===== config.mk =====
export PLATFORM = sky130hd
export DESIGN_NAME = pipeline_hazard_controller
export DESIGN_NICKNAME = d
export VERILOG_FILES = /design/src/rtl/pipeline_hazard_controller.sv
export SDC_FILE = /design/constraint.sdc
export NUM_CORES = 1
export LEC_CHECK = 0
export BUFFER_PORTS_ARGS = -buffer_cell sky130_fd_sc_hd__buf_2
export CAP_MARGIN = 20
export CORE_MARGIN = 1.5
export CORE_UTILIZATION = 46
export CTS_BUF_LIST = sky130_fd_sc_hd__clkbuf_8
export CTS_CLUSTER_SIZE = 24
export DETAILED_ROUTE_END_ITERATION = 6
export GPL_ROUTABILITY_DRIVEN = 0
export MAX_ROUTING_LAYER = met4
export PLACE_DENSITY = 0.87
export SLEW_MARGIN = 40
export SYNTH_ARGS = -nofsm -noshare
export SYNTH_HDL_FRONTEND = slang
export SYNTH_SLANG_ARGS = --single-unit

===== constraint.sdc =====
create_clock -name clock -period 4.3 [get_ports clock]
set_input_delay 1.29 -clock clock [delete_from_list [all_inputs] [get_ports clock]]
set_output_delay 1.29 -clock clock [all_outputs]
set_load 0.05 [all_outputs]

===== src/rtl/pipeline_hazard_controller.sv =====
// Stall/flush sequencer for the 5-stage 16-bit pipeline.
// Optional stall statistics counter: define HAZARD_STALL_COUNT_EN.
module pipeline_hazard_controller #(
    parameter int MULDIV_CYCLES = 8
) (
    input  logic        clock,
    input  logic        reset,
    input  logic [3:0]  id_op1,
    input  logic [3:0]  id_op2,
    input  logic        id_uses_op2,
    input  logic        id_halt,
    input  logic        ex_mem_read,
    input  logic [3:0]  ex_write_reg,
    input  logic        ex_muldiv_start,
    input  logic        ex_branch_taken,
    output logic        if_pc_stop,
    output logic        if_pc_mux,
    output logic        if_id_buffer_hold,
    output logic        if_id_buffer_flush,
    output logic        id_ex_buffer_hold,
    output logic        id_ex_buffer_flush,
    output logic        ex_mem_buffer_flush,
    output logic        muldiv_done,
    output logic        halted,
    output logic [15:0] stall_count
);

    typedef enum logic [1:0] {
        RUN    = 2'd0,
        MULDIV = 2'd1,
        HALT   = 2'd2
    } state_t;

    localparam logic [3:0] CNT_INIT = 4'(MULDIV_CYCLES - 2);

    state_t     state_q, state_d;
    logic [3:0] cnt_q, cnt_d;
    logic       load_use;

    assign load_use = ex_mem_read &&
        ((ex_write_reg == id_op1) ||
         (id_uses_op2 && (ex_write_reg == id_op2)));

    // State and mul/div counter registers.
    always_ff @(posedge clock) begin
        if (reset) begin
            state_q <= RUN;
            cnt_q   <= 4'd0;
        end else begin
            state_q <= state_d;
            cnt_q   <= cnt_d;
        end
    end

    // Next state and prioritised stall/flush outputs.
    always_comb begin
        state_d             = state_q;
        cnt_d               = cnt_q;
        if_pc_stop          = 1'b0;
        if_pc_mux           = 1'b0;
        if_id_buffer_hold   = 1'b0;
        if_id_buffer_flush  = 1'b0;
        id_ex_buffer_hold   = 1'b0;
        id_ex_buffer_flush  = 1'b0;
        ex_mem_buffer_flush = 1'b0;
        muldiv_done         = 1'b0;
        halted              = 1'b0;
        if (!reset) begin
            case (state_q)
                RUN: begin
                    if (ex_branch_taken) begin
                        if_pc_mux          = 1'b1;
                        if_id_buffer_flush = 1'b1;
                        id_ex_buffer_flush = 1'b1;
                    end else if (ex_muldiv_start) begin
                        if_pc_stop          = 1'b1;
                        if_id_buffer_hold   = 1'b1;
                        id_ex_buffer_hold   = 1'b1;
                        ex_mem_buffer_flush = 1'b1;
                        state_d             = MULDIV;
                        cnt_d               = CNT_INIT;
                    end else if (load_use) begin
                        if_pc_stop         = 1'b1;
                        if_id_buffer_hold  = 1'b1;
                        id_ex_buffer_flush = 1'b1;
                    end else if (id_halt) begin
                        state_d = HALT;
                    end
                end
                MULDIV: begin
                    if (cnt_q != 4'd0) begin
                        if_pc_stop          = 1'b1;
                        if_id_buffer_hold   = 1'b1;
                        id_ex_buffer_hold   = 1'b1;
                        ex_mem_buffer_flush = 1'b1;
                        cnt_d               = cnt_q - 4'd1;
                    end else begin
                        muldiv_done = 1'b1;
                        state_d     = RUN;
                    end
                end
                HALT: begin
                    if_pc_stop         = 1'b1;
                    if_id_buffer_hold  = 1'b1;
                    id_ex_buffer_flush = 1'b1;
                    halted             = 1'b1;
                end
                default: begin
                    state_d = RUN;
                    cnt_d   = 4'd0;
                end
            endcase
        end
    end

`ifdef HAZARD_STALL_COUNT_EN
    logic [15:0] stall_cnt_q;

    // Saturating count of PC-frozen cycles.
    always_ff @(posedge clock) begin
        if (reset) begin
            stall_cnt_q <= 16'h0000;
        end else if (if_pc_stop && (stall_cnt_q != 16'hFFFF)) begin
            stall_cnt_q <= stall_cnt_q + 16'h0001;
        end
    end

    assign stall_count = reset ? 16'h0000 : stall_cnt_q;
`else
    assign stall_count = 16'h0000;
`endif

endmodule


==> impl_metrics.yaml, run 1 <==
outcome:
  outcome: "finished, final reports clean"
critical_path:
  worstPathArrival_ns: 2.59
  crit_type: "primary input to output port"
  crit_chain: "buf_2 -> xor2_1 -> nor4_1 -> nor3_1 -> o41ai_2 -> buf_2"
  start_kind: "primary input"
  cp.required_ns: 3.01
  critPathBufInv: 2
  crit_family: "simple AND/OR/NAND/NOR gates"
  cpPeakStageDelay_ns: 0.34
  critPathMostFrequentCell: "buf_2"
  crit_fanout: 2
  endpoint_kind: "output port"
  crit_path_top_delay_cell: "nor4_1"
clock_network:
  cts_tree: "yes"
  h-tree-depth: 1
  cts_setup_buffers: 0
  ctsResizeCount: 0
  cts_buffers: 3
  ctsHoldBuffers: 0
  cts.sinks: 6
  cts_max_path_buffers: 2
  cts_root_buf: "clkbuf_8"
  path_clk_slew_ns: 0.03
  clk_latency_ns: 0.23
floorplanning:
  coreArea_um2: 1330
  num_rows: 13
  dieArea_um2: 1690
  fp.dieW_um: 41.1
  dieHeight_um: 41.1
  initial_utilization_pct: 50.2
  pin_count: 44
power:
  power.density_nw_per_um2: 361
  total_power_mw: 0.281
  ir_drop_mv: 0.221
  power_leakage_nw: 0.385
synth:
  postSynthCellCount: 81
  postSynthAreaPerCell_um2: 8.26
  synth_warnings: 0
  synthDistinctLibCells: 31
  ys_seq_area_share_pct: 17.9
  mappedNetlistArea_um2: 669
  synth-seq-cells: 6
sta:
  worst_pin_slew_ns: 0.572
  max-slew-margin-rel_pct: 61.8
  finalClockSkew_ns: 0.00628
  hold_viol: 0
  final-setup-viol-count: 0
  clock.fmax_mhz: 258
  fin_crit_sh_pct: 90.2
  slew_viol_final: 0
  rsz0062_at_grt: "no"
  fin_crit_ns: 3.88
finish:
  syn_to_final_growth_pct: 16.3
  stdcell_area_um2: 778
  drive_gt1_share_pct: 36.5
  antennaDiodeCount: 0
  final_cell_mix: "27 x buf_2, 16 x conb_1, 6 x nor2_1, 6 x xor2_1, 6 x dfxtp_1"
  final_nets: 127
  final_common_cell: "buf_2"
grt:
  grt_overflow: 0
  grt_pass1_wl_um: 2130
  grt_max_degree: 15
  track_usage_pct: 20.1
  grt_pass1_vias: 527
  antenna_found_initial: 0
routing:
  via_count: 588
  routed_wl_um: 1350
  post_drt_wl_per_cell_um: 11.3
  drt.antenna.violating_nets: 0
  dr.pass1.iters: 6
  viasPerCell: 4.94
  drt_iter0_drc: 7
  drc: 0
run:
  cap_violations: 0
place:
  place_area_um2: 737
  port_buffers: 27
  dp_hpwl_um: 1110
min_path:
  hold_class: "register to register"
==> sequential cells by signal, indices dropped and copies added, names as in the netlist <==
name	cells
cnt_q	4
state_q	2
==> report_power, final <==
part / internal [mW] / switching [mW]
Clock: 0.0602 / 0.0253
Combinational: 0.0374 / 0.0869
Sequential: 0.0618 / 0.00932
==> area by class of cell <==
cell class	count	area (um2)
Tap cell	15	18.8
Inverter	2	7.51
Fill cell	122	556
Multi-Input combinational cell	66	455
Clock buffer	3	41.3
Sequential cell	6	120
Timing Repair Buffer	27	135
==> per-layer routing <==
layer | up-vias | share of wire, % | GRT usage (%)
met3 | 2 | 5.2 | 7.07
met4 | 0 | 1.0 | 6.45
met2 | 24 | 57 | 38.7
li1 | 291 | - | -
met5 | - | 0 | -
met1 | 271 | 37 | 18.0
==> Yosys cell counts <==
cell type	count	share of area [%]
buf_6	1	1.7
nand2_1	2	1.1
clkbuf_1	2	1.1
nor4_1	2	1.9
o21bai_1	1	1.1
nor3b_4	1	2.8
a21o_1	2	2.2
or3b_4	1	1.7
xor2_1	6	7.9
o21ai_0	1	0.75
nor3b_1	2	2.2
nor3_1	4	3.0
a31oi_1	1	0.94
conb_1	1	0.56
inv_1	2	1.1
ha_1	2	3.7
nor2_1	6	3.4
nor4_2	1	1.9
nand3_1	1	0.75
o22ai_4	1	3.0
nand2b_1	1	0.94
nand3b_1	1	1.1
xnor2_1	4	5.2
dfxtp_1	6	18
buf_4	19	21
nor4b_1	2	2.6
a211oi_1	2	2.2
a21oi_1	3	2.2
o41ai_1	1	1.3
a211o_1	1	1.3
or2_2	1	0.94
==> logic make-up after synthesis <==
family / count (synthesis) / share of synthesized area (%)
AOI/OAI and AO/OA: 13 / 15.1
xor gates and xnor gates: 10 / 13.1
adders and majority gates: 2 / 3.74
buffers and inverters: 24 / 25.2
DFF: 6 / 17.9
other: 1 / 0.560
and+or+nand+nor: 25 / 24.3
==> path summary, 6_finish.rpt <==
check | start | to | slack, ns | cells past startpoint
max | ex_write_reg[1] | if_pc_stop | 0.42 | 6
min | cnt_q[1]$_SDFFE_PP0P_ | cnt_q[1]$_SDFFE_PP0P_ | 0.49 | 2
max reg2reg | cnt_q[0]$_SDFFE_PP0P_ | cnt_q[3]$_SDFFE_PP0P_ | 2.67 | 7
min reg2reg | cnt_q[1]$_SDFFE_PP0P_ | cnt_q[1]$_SDFFE_PP0P_ | 0.49 | 2
==> worst min-delay path: cells and delay by family, from the launching register on <==
kind / cells / cell delay [ns]
compound gates: 1 / 0.05
flops: 1 / 0.32
simple gates: 1 / 0.07
==> stage by stage <==
| stage | TNS [ns] | instances | util [%] | hold slack, ns | setup slack, ns |
|---|---|---|---|---|---|
| after detailed placement | 0 | 116 | 55.3 | 0.490 | 0.417 |
| final | 0 | 119 | 58.3 | 0.495 | 0.419 |
| after floorplan | -0.308 | 96 | - | 0.455 | -0.284 |
| after CTS | 0 | 119 | 58.3 | 0.495 | 0.414 |
| after global placement | 0 | 116 | 55.3 | 0.474 | 0.425 |
| after global routing | 0 | 119 | 58.3 | 0.517 | 0.252 |
No activity file was read; power rests on OpenSTA's default activity.
==> run 2, diff against run 1 <==
Settings changed: ABC_AREA set to 1, CORE_UTILIZATION 46 to 47, PLACE_DENSITY 0.87 to 0.86.
==> run 2 against run 1 <==
Against the previous run:
- die area is 6.0% higher
- critical path depth is 6 higher
- wire length is 2.2% higher
- clock-buffer cell count stayed put
- cell area is 7.2% higher
- core utilization is 1.6 points lower
- synthesized cell count is 47% higher
- non-clock buffer count stayed put
- sequential share of layout area is 1.0 points lower
- area after synthesis is 8.8% higher
- worst hold slack worse by 0.031 ns
- critical path type unchanged
- highest routed layer unchanged
==> impl_metrics.yaml, run 2 <==
outcome:
  outcome: "finished, final reports clean"
critical_path:
  crit_type: "primary input to output port"
  critPathMostFrequentCell: "nand2_1"
  worstReg2RegStart: "cnt_q[0]$_SDFFE_PP0P_"
  cpPeakStageDelay_ns: 0.26
  crit_chain: "buf_2 -> inv_1 -> nand2_1 -> nand2_1 -> nor2_1 -> nand2_1 -> nand2_1 -> nand2_1 -> nand3_1 -> nand3_1 -> nand2_1 -> buf_2"
  start_kind: "primary input"
  crit_path_top_delay_cell: "buf_2"
  crit_fanout: 3
  crit_family: "simple AND/OR/NAND/NOR gates"
  critPathBufInv: 3
  setup.worst_path.start: "ex_write_reg[1]"
  cp.required_ns: 3.01
  endpoint_kind: "output port"
  worstPathArrival_ns: 2.30
power:
  total_power_mw: 0.296
  p_comb_share_pct: 47.8
  clkPwrFrac_pct: 28.7
  power_leakage_nw: 0.494
  power.density_nw_per_um2: 355
  switching_share_pct: 46.2
  ir_drop_mv: 0.214
  switchingPower_mw: 0.137
  p_int_mw: 0.159
  sequentialPowerShare_pct: 23.5
clock_network:
  ctsHoldBuffers: 0
  cts_tree: "yes"
  h-tree-depth: 1
  ctsResizeCount: 0
  cts_buffers: 3
  cts_max_path_buffers: 2
  cts_setup_buffers: 0
  path_clk_slew_ns: 0.03
  clk_latency_ns: 0.23
  cts.sinks: 6
  cts_root_buf: "clkbuf_8"
finish:
  syn_to_final_growth_pct: 14.6
  regArea_um2: 120
  final_nets: 167
  fillers: 145
  final_cell_mix: "27 x buf_2, 26 x nand2_1, 18 x inv_1, 16 x conb_1, 9 x nor2_1"
  antennaDiodeCount: 0
  top_register: "cnt_q"
  final_common_cell: "buf_2"
  multi_input_area_um2: 439
  stdcell_area_um2: 835
  reg.largest.list: "cnt_q: 4 flops, state_q: 2 flops"
  largest_reg_flops: 4
  instances_no_fill: 160
  drive_gt1_share_pct: 28.5
grt:
  grt_pass1_vias: 590
  grt_overflow: 0
  antenna_found_initial: 0
  grt_max_degree: 11
  track_usage_pct: 16.8
  grt_pass1_wl_um: 2280
sta:
  slew_viol_final: 0
  hold_viol: 0
  tns_ns: 0
  finalClockSkew_ns: 0.00753
  fin_crit_sh_pct: 83.4
  rsz0062_at_grt: "no"
  fin_crit_ns: 3.59
  final-setup-viol-count: 0
  clock.fmax_mhz: 279
floorplanning:
  fp.dieW_um: 42.4
  pin_count: 44
  dieHeight_um: 42.4
  initial_utilization_pct: 49.5
  coreArea_um2: 1470
  dieArea_um2: 1790
  num_rows: 14
synth:
  synth_warnings: 0
  yosysMostFrequentCell: "nand2_1"
  synth-seq-cells: 6
  postSynthCellCount: 119
  postSynthAreaPerCell_um2: 6.12
  yosysTopAreaCell: "buf_4"
  synth-edff-count: 0
  synthDistinctLibCells: 22
  synth-main-ff-cell: "dfxtp_1"
  ys_seq_area_share_pct: 16.5
  mappedNetlistArea_um2: 728
  netlist_top_cells_area: "buf_4 20%, dfxtp_1 16%, nand2_1 13%"
  async_reset_ff_share_pct: 0
  yosysTopAreaCellShare_pct: 19.6
  netlist_top_cells_count: "26 x nand2_1, 19 x buf_4, 18 x inv_1"
routing:
  drc: 0
  routed_wl_um: 1380
  dr.pass1.iters: 4
  via_count: 705
  drt_iter0_drc: 13
  drt.antenna.violating_nets: 0
  viasPerCell: 4.41
  post_drt_wl_per_cell_um: 8.60
place:
  dp_hpwl_um: 1130
  placed_cells: 157
  port_buffers: 27
  place_area_um2: 793
min_path:
  hold_class: "register to register"
  hp-start: "cnt_q[0]$_SDFFE_PP0P_"
run:
  cap_violations: 0
## run 2: cell types whose count changed in the layout (fill, tap and decap cells not counted), moves of 3 or more
| cell | previous run | this run |
|---|---|---|
| a21oi_1 | 3 | 8 |
| inv_1 | 2 | 18 |
| inv_2 | 0 | 3 |
| nand2_1 | 2 | 26 |
| nand3_1 | 1 | 6 |
| nor2_1 | 6 | 9 |
| nor2_2 | 0 | 3 |
| xnor2_1 | 4 | 0 |
## run 2: metal layers
layer / part of all wire, % / track usage [%] / up-vias / wire, um
met5: 0 / - / - / 0
met4: 0.36 / 1.88 / 0 / 5
met3: 9.1 / 6.03 / 3 / 125
met2: 45 / 27.7 / 35 / 624
met1: 45 / 20.4 / 288 / 620
li1: - / - / 379 / -
## run 2: worst paths after layout
check,end,slack (ns),depth (start not counted)
worst min-delay path,cnt_q[0]$_SDFFE_PP0P_,0.46,2
worst max-delay path,if_pc_stop,0.71,12
worst min register to register,cnt_q[0]$_SDFFE_PP0P_,0.46,2
worst max register to register,cnt_q[3]$_SDFFE_PP0P_,2.95,8
## run 2: worst min-delay path, stage by stage (launching register included)
cell	delay, ns
dfxtp_1	0.30
nand2_1	0.06
a21oi_1	0.05
## run 2: layout make-up
type | instances | share of cell area [%]
timing repair buffer | 27 | 16.2
inverter | 21 | 9.45
tap | 16 | 2.40
clock buffer | 3 | 4.95
multi-input combinational | 87 | 52.6
sequential | 6 | 14.4
## run 2: cell families after synthesis
| group | synth area share, % |
|---|---|
| flip-flops | 16.5 |
| AND/OR/NAND/NOR | 33.3 |
| buffers and inverters | 30.9 |
| XOR/XNOR | 4.81 |
| other | 0.515 |
| adder cells (fa/ha/maj) | 3.44 |
| AO/OA/AOI/OAI | 10.5 |
## run 2: power by group through the flow
stage                     Combinational, mW  Sequential, mW  Clock [mW]
final                                 0.142          0.0696      0.0849
after global placement                0.139          0.0701           0
after global routing                  0.154          0.0706      0.0902
after CTS                             0.142          0.0695      0.0869
after floorplan                       0.131          0.0691           0
after detailed placement              0.141          0.0703           0
## run 2: metrics by stage
step / utilization (%) / setup slack [ns] / hold WS [ns]
2_1_floorplan: - / 0.00952 / 0.439
3_3_place_gp: 53.9 / 0.726 / 0.451
3_5_place_dp: 53.9 / 0.716 / 0.463
4_1_cts: 56.7 / 0.714 / 0.468
5_1_grt: 56.7 / 0.520 / 0.505
6_report: 56.7 / 0.715 / 0.464
